**config.mk**
```make
export PLATFORM = sky130hd
export DESIGN_NAME = rb_arb
export DESIGN_NICKNAME = d
export VERILOG_FILES = /design/src/rtl/rb_arb.sv
export SDC_FILE = /design/constraint.sdc
export NUM_CORES = 1
export LEC_CHECK = 0
export CAP_MARGIN = 20
export CORE_ASPECT_RATIO = 0.75
export CORE_UTILIZATION = 43
export CTS_CLUSTER_DIAMETER = 30
export DETAILED_ROUTE_END_ITERATION = 16
export PLACE_DENSITY = 0.77
export SYNTH_ARGS = -nofsm -noshare
export SYNTH_HDL_FRONTEND = slang
export SYNTH_SLANG_ARGS = --single-unit
export TNS_END_PERCENT = 30
```
**constraint.sdc**
```tcl
create_clock -name clk -period 2.3 [get_ports clk]
set_clock_uncertainty 0.2 [all_clocks]
set_input_delay 0.345 -clock clk [delete_from_list [all_inputs] [get_ports clk]]
set_output_delay 0.345 -clock clk [all_outputs]
set_load 0.03 [all_outputs]
```
**src/rtl/rb_arb.sv**
```systemverilog
// ---------------------------------------------------------------------------
// rb_arb -- two-requester arbiter / sequencer for the 16x16 register bank.
//
// Shares the bank's single select/write port pair between requester 0 (core
// datapath) and requester 1 (debug/load port). Each operation is one ISSUE
// cycle, in which the bank is driven and its combinational read data is
// captured, followed by one RESP cycle carrying a one-cycle ack pulse.
//
// Ports
//   clk, rst_n            clock, asynchronous active-low reset
//   rX_req/we/rs/d        request, write enable, select word, write data
//   rX_ack                one-cycle completion pulse
//   rX_a, rX_b            captured a_out/b_out, held until the next capture
//   d_in, rw_in, rs_in    drive the bank (zero outside ISSUE)
//   a_out, b_out          combinational read data from the bank
//   busy                  high in ISSUE or RESP
// ---------------------------------------------------------------------------
module rb_arb #(
   parameter int DW = 16,
   parameter int SW = 12
) (
   input  logic          clk,
   input  logic          rst_n,
   input  logic          r0_req,
   input  logic          r0_we,
   input  logic [SW-1:0] r0_rs,
   input  logic [DW-1:0] r0_d,
   input  logic          r1_req,
   input  logic          r1_we,
   input  logic [SW-1:0] r1_rs,
   input  logic [DW-1:0] r1_d,
   output logic          r0_ack,
   output logic          r1_ack,
   output logic [DW-1:0] r0_a,
   output logic [DW-1:0] r0_b,
   output logic [DW-1:0] r1_a,
   output logic [DW-1:0] r1_b,
   output logic [DW-1:0] d_in,
   output logic          rw_in,
   output logic [SW-1:0] rs_in,
   input  logic [DW-1:0] a_out,
   input  logic [DW-1:0] b_out,
   output logic          busy
);

   typedef enum logic [1:0] {
      S_IDLE  = 2'd0,
      S_ISSUE = 2'd1,
      S_RESP  = 2'd2
   } state_t;

   state_t        r_state;
   logic          r_prio;    // requester favoured on a tie in IDLE
   logic          r_gnt;     // requester owning the current operation
   logic          r_we;
   logic [SW-1:0] r_rs;
   logic [DW-1:0] r_d;
   logic [DW-1:0] r_r0_a;
   logic [DW-1:0] r_r0_b;
   logic [DW-1:0] r_r1_a;
   logic [DW-1:0] r_r1_b;

   state_t        w_next_state;
   logic          w_load;    // latch a new operation this cycle
   logic          w_win;     // requester being granted when w_load=1

   // Next-state and grant selection.
   always_comb begin
      // NOTE: every signal gets a default before the case so no path leaves
      // it unassigned; otherwise synthesis infers a latch.
      w_next_state = r_state;
      w_load       = 1'b0;
      w_win        = r_gnt;
      case (r_state)
         S_IDLE: begin
            if (r0_req || r1_req) begin
               w_load       = 1'b1;
               // Lone requester wins; on a tie the pointer decides.
               w_win        = r1_req & (~r0_req | r_prio);
               w_next_state = S_ISSUE;
            end
         end
         S_ISSUE: begin
            w_next_state = S_RESP;
         end
         S_RESP: begin
            // Only the other requester is looked at here: the acked one's
            // req still belongs to the operation just completed.
            if (r_gnt ? r0_req : r1_req) begin
               w_load       = 1'b1;
               w_win        = ~r_gnt;
               w_next_state = S_ISSUE;
            end else begin
               w_next_state = S_IDLE;
            end
         end
         default: begin
            w_next_state = S_IDLE;
         end
      endcase
   end

   // NOTE: sequential state uses non-blocking assignments so every register
   // samples pre-edge values regardless of statement order.
   always_ff @(posedge clk or negedge rst_n) begin
      if (!rst_n) begin
         r_state <= S_IDLE;
         r_prio  <= 1'b0;
         r_gnt   <= 1'b0;
         r_we    <= 1'b0;
         r_rs    <= '0;
         r_d     <= '0;
         r_r0_a  <= '0;
         r_r0_b  <= '0;
         r_r1_a  <= '0;
         r_r1_b  <= '0;
      end else begin
         r_state <= w_next_state;
         if (w_load) begin
            r_gnt  <= w_win;
            r_prio <= ~w_win;
            r_we   <= w_win ? r1_we : r0_we;
            r_rs   <= w_win ? r1_rs : r0_rs;
            r_d    <= w_win ? r1_d  : r0_d;
         end
         // Capture at the end of ISSUE; for a write this is the pre-write
         // value because the bank commits on this same edge.
         if (r_state == S_ISSUE) begin
            if (r_gnt) begin
               r_r1_a <= a_out;
               r_r1_b <= b_out;
            end else begin
               r_r0_a <= a_out;
               r_r0_b <= b_out;
            end
         end
      end
   end

   // Bank drive and acks decode straight from registered state, so an
   // asynchronous reset removes rw_in and the acks immediately.
   assign rw_in  = (r_state == S_ISSUE) & r_we;
   assign d_in   = ((r_state == S_ISSUE) && r_we) ? r_d : '0;
   assign rs_in  = (r_state == S_ISSUE) ? r_rs : '0;
   assign r0_ack = (r_state == S_RESP) & ~r_gnt;
   assign r1_ack = (r_state == S_RESP) &  r_gnt;
   assign busy   = (r_state != S_IDLE);

   assign r0_a = r_r0_a;
   assign r0_b = r_r0_b;
   assign r1_a = r_r1_a;
   assign r1_b = r_r1_b;

   // A request must be held until its ack.
   a_r0_hold : assert property (@(posedge clk) disable iff (!rst_n)
      (r0_req && !r0_ack) |=> r0_req);
   a_r1_hold : assert property (@(posedge clk) disable iff (!rst_n)
      (r1_req && !r1_ack) |=> r1_req);

endmodule
```
==> impl_metrics.csv <==
group,metric,value,unit
status,status,"finished, final reports clean",
route,ant_nets,0,
grt,track_usage,21.2,%
sta,drv_slew,0,
yosys,synthMuxAreaShare,15.8,%
critical_path,endpoint_kind,"primary output",
final_layout,finalNetCount,639,
yosys,async_flop_share,100,%
yosys,synth_top_family_by_area,"multiplexers",
yosys,synth_seq_cells,97,
cts,ctsHtreeMaxLevel,3,
yosys,yosysSeqAreaShare,53.3,%
power_and_ir_drop,power_density,1600,mW/mm^2
critical_path,start_kind,"flop",
cts,cts_tree,"done",
yosys,syn-instance-count,362,
floorplanning,die_y,91.1,um
cts,clk_pin_slew,0.06,ns
power_and_ir_drop,ir_worst_vdd,0.724,mV
cts,insertion_delay,0.33,ns
cts,cts_buffer_depth,2,
final_layout,drive_above_1_share,22.4,%
placed_design,place_hpwl,8350,um
yosys,synthXorXnorAreaFrac,0,%
floorplanning,rows,32,
sta,finalHoldViolCount,0,
floorplanning,core_area,0.0103,mm^2
yosys,ys_types,32,
critical_path,critPathBufInv,2,
cts,cts-root-buf,"clkbuf_16",
critical_path,r2r-start,"r_state[0]",
run,cap_violations,0,
cts,clock_sinks,97,
route,viasPerCell,5.27,
worst_hold_path,worstHoldStart,"r0_a[5]",
critical_path,critPathMaxFanout,31,
route,vias,3611,
final_layout,n_antenna_cell,0,
final_layout,syn_to_final_growth,50.8,%
grt,grt_pass1_wl,18100,um
yosys,synth_compound_area_share,15.3,%
critical_path,crit_path_start,"r_state[0]",
grt,antenna_found_initial,0,
route,drc,0,
yosys,synth_area_per_cell,12.6,um^2
critical_path,cpPeakStageDelay,0.48,ns
critical_path,critPathTopFamily,"flip-flops",
critical_path,cp_slowest_cell,"dfrtp_2",
yosys,synthAdderAreaFrac,0,%
floorplanning,top_level_ports,190,
route,wl,11400,um
yosys,synth_nets,456,
yosys,syn_area,0.00455,mm^2
critical_path,crit_arrival,1.57,ns
final_layout,fin_cells,685,
cts,cts_inserted_buffers,9,
yosys,synth-simple-area-share,10.6,%
critical_path,reg2reg_slack,0.43,ns
sta,layout_min_cycle_time,2.11,ns
grt,grt_pass1_vias,3575,
power_and_ir_drop,p_leak,2.83,nW
placed_design,dp_cells,669,
sta,max_freq,474,MHz
sta,tightest_slew,0.573,ns
yosys,synth_edf_count,0,
sta,finalSetupTns,0,ns
placed_design,finalWeightedCongestion,0.725,
sta,finalCritPeriodShare,91.8,%
yosys,ys_warn_count,0,
critical_path,critical_path_class,"reg -> out",
sta,rsz0062_at_grt,"false",
worst_hold_path,hp-class,"reg -> reg",
yosys,synth_top_cells_by_area,"dfrtp_1, mux2_1, a31oi_2",
grt,grt.overflow.total,0,
final_layout,fill_cells,766,
floorplanning,die_w,121,um
grt,grt_max_degree,44,
route,drt-pass1-iter-count,4,
floorplanning,start_util,44.3,%
yosys,synth_top_cell_by_area,"dfrtp_1",
floorplanning,die_area,0.0110,mm^2
yosys,synth_flop_cell,"dfrtp_1",
placed_design,portBuffers,189,
critical_path,cp.required,1.75,ns
sta,max-slew-margin-rel,61.8,%
route,wire_per_inst,16.6,um
yosys,synth_top_cell_area_share,53.3,%
sta,setup_viol,0,
route,drt-initial-drc-count,154,
critical_path,worstPathCellList,"nor2b_4, buf_12, and3_1, buf_4",
[kinds of logic (layout without fill, tap and decap cells)]
logic type,count (synthesis),after routing
compound gates,93,93
buf+inv,35,222
flops,97,97
mux,64,64
simple gates,73,73
[state kept, by name, summed over array words and instances (netlist names), named ones only]
name     cells
r1_a        16
r_prio       1
r_we         1
r_rs        12
r0_a        16
r0_b        16
r_state      2
r1_b        16
r_d         16
[worst register-to-register path: stages, from the launching register on]
cell	delay, ns
dfrtp_2	0.48
nor2b_4	0.17
buf_12	0.17
nand2_1	0.12
buf_12	0.23
mux2_2	0.39
[timing repair]
action / 4_1_cts / 5_1_grt
pin swaps: 0 / 0
gates resized for setup: 3 / 1
buffers inserted: 0 / 0
hold endpoints to repair: 41 / 0
setup endpoints to repair: 3 / 4
hold buffers: 1 / 0
[layout make-up]
cell class                 count  area, um^2  area share [%]
sequential                    97        2430            35.4
timing repair buffer         207        2050            29.9
multi-input combinational    230        1920            27.9
clock buffer                  10         239            3.48
tap                          136         170            2.48
clock inverter                 5        63.8           0.929
[metrics by stage]
stage | hold slack (ns) | cell area, um^2 | worst slack [ns] | utilization (%) | power [mW]
2_1_floorplan | -0.151 | 4550 | 0.522 | - | 7.13
3_3_place_gp | 0.171 | 6560 | 0.177 | 63.7 | 9.42
3_5_place_dp | 0.175 | 6560 | 0.132 | 63.7 | 9.59
4_1_cts | 0.290 | 6870 | 0.0539 | 66.7 | 11.1
5_1_grt | 0.297 | 6870 | 0.100 | 66.8 | 11.6
6_report | 0.287 | 6870 | 0.190 | 66.8 | 11.0
[Yosys cell counts, drive strengths merged, types with 2 or more instances]
cell    instances
and2           14
o21ai          29
nand2           2
and3           16
nor2b           3
dfrtp          97
nand2b          2
buf            24
clkbuf         11
mux2           64
a21oi          32
a31oi          29
nand3          29
[power by group]
group / switching [mW] / leakage [nW] / total, mW / internal, mW
combinational: 3.58 / 1.57 / 6.38 / 2.80
clock: 0.607 / 0.145 / 1.48 / 0.874
sequential: 0.515 / 1.12 / 3.12 / 2.60
total: 4.70 / 2.83 / 11.0 / 6.27
[worst paths after layout]
path | to | cells after the start
min in group asynchronous | r1_a[9] | 2
max | d_in[14] | 4
min reg2reg | r0_a[5] | 1
min | r0_a[5] | 1
max reg2reg | r1_a[7] | 5
max in group asynchronous | r_state[0] | 3
[cells in the final DEF, fill, tap and decap left out, types with 2 or more instances in the layout]
| cell type | count |
|---|---|
| clkdlybuf4s50_1 | 156 |
| nand3_2 | 10 |
| buf_4 | 39 |
| nand2_1 | 2 |
| o21ai_1 | 13 |
| mux2_2 | 14 |
| dfrtp_1 | 96 |
| a21oi_2 | 2 |
| o21ai_0 | 16 |
| nand2b_1 | 2 |
| a21oi_1 | 30 |
| nor2b_4 | 2 |
| and2_1 | 13 |
| clkbuf_16 | 9 |
| buf_12 | 8 |
| and3_1 | 16 |
| mux2_1 | 50 |
| clkinv_4 | 2 |
| dlygate4sd2_1 | 3 |
| a31oi_2 | 28 |
| nand3_1 | 19 |
[layer usage]
| metal | up-vias | track usage (%) | routed length [um] |
|---|---|---|---|
| met5 | - | 0 | 0 |
| met4 | 0 | 4.94 | 88 |
| met3 | 9 | 4.40 | 733 |
| met2 | 159 | 35.6 | 5480 |
| met1 | 1761 | 28.1 | 5070 |
| li1 | 1682 | - | - |
Note: power is estimated with default switching activity, not from simulation.
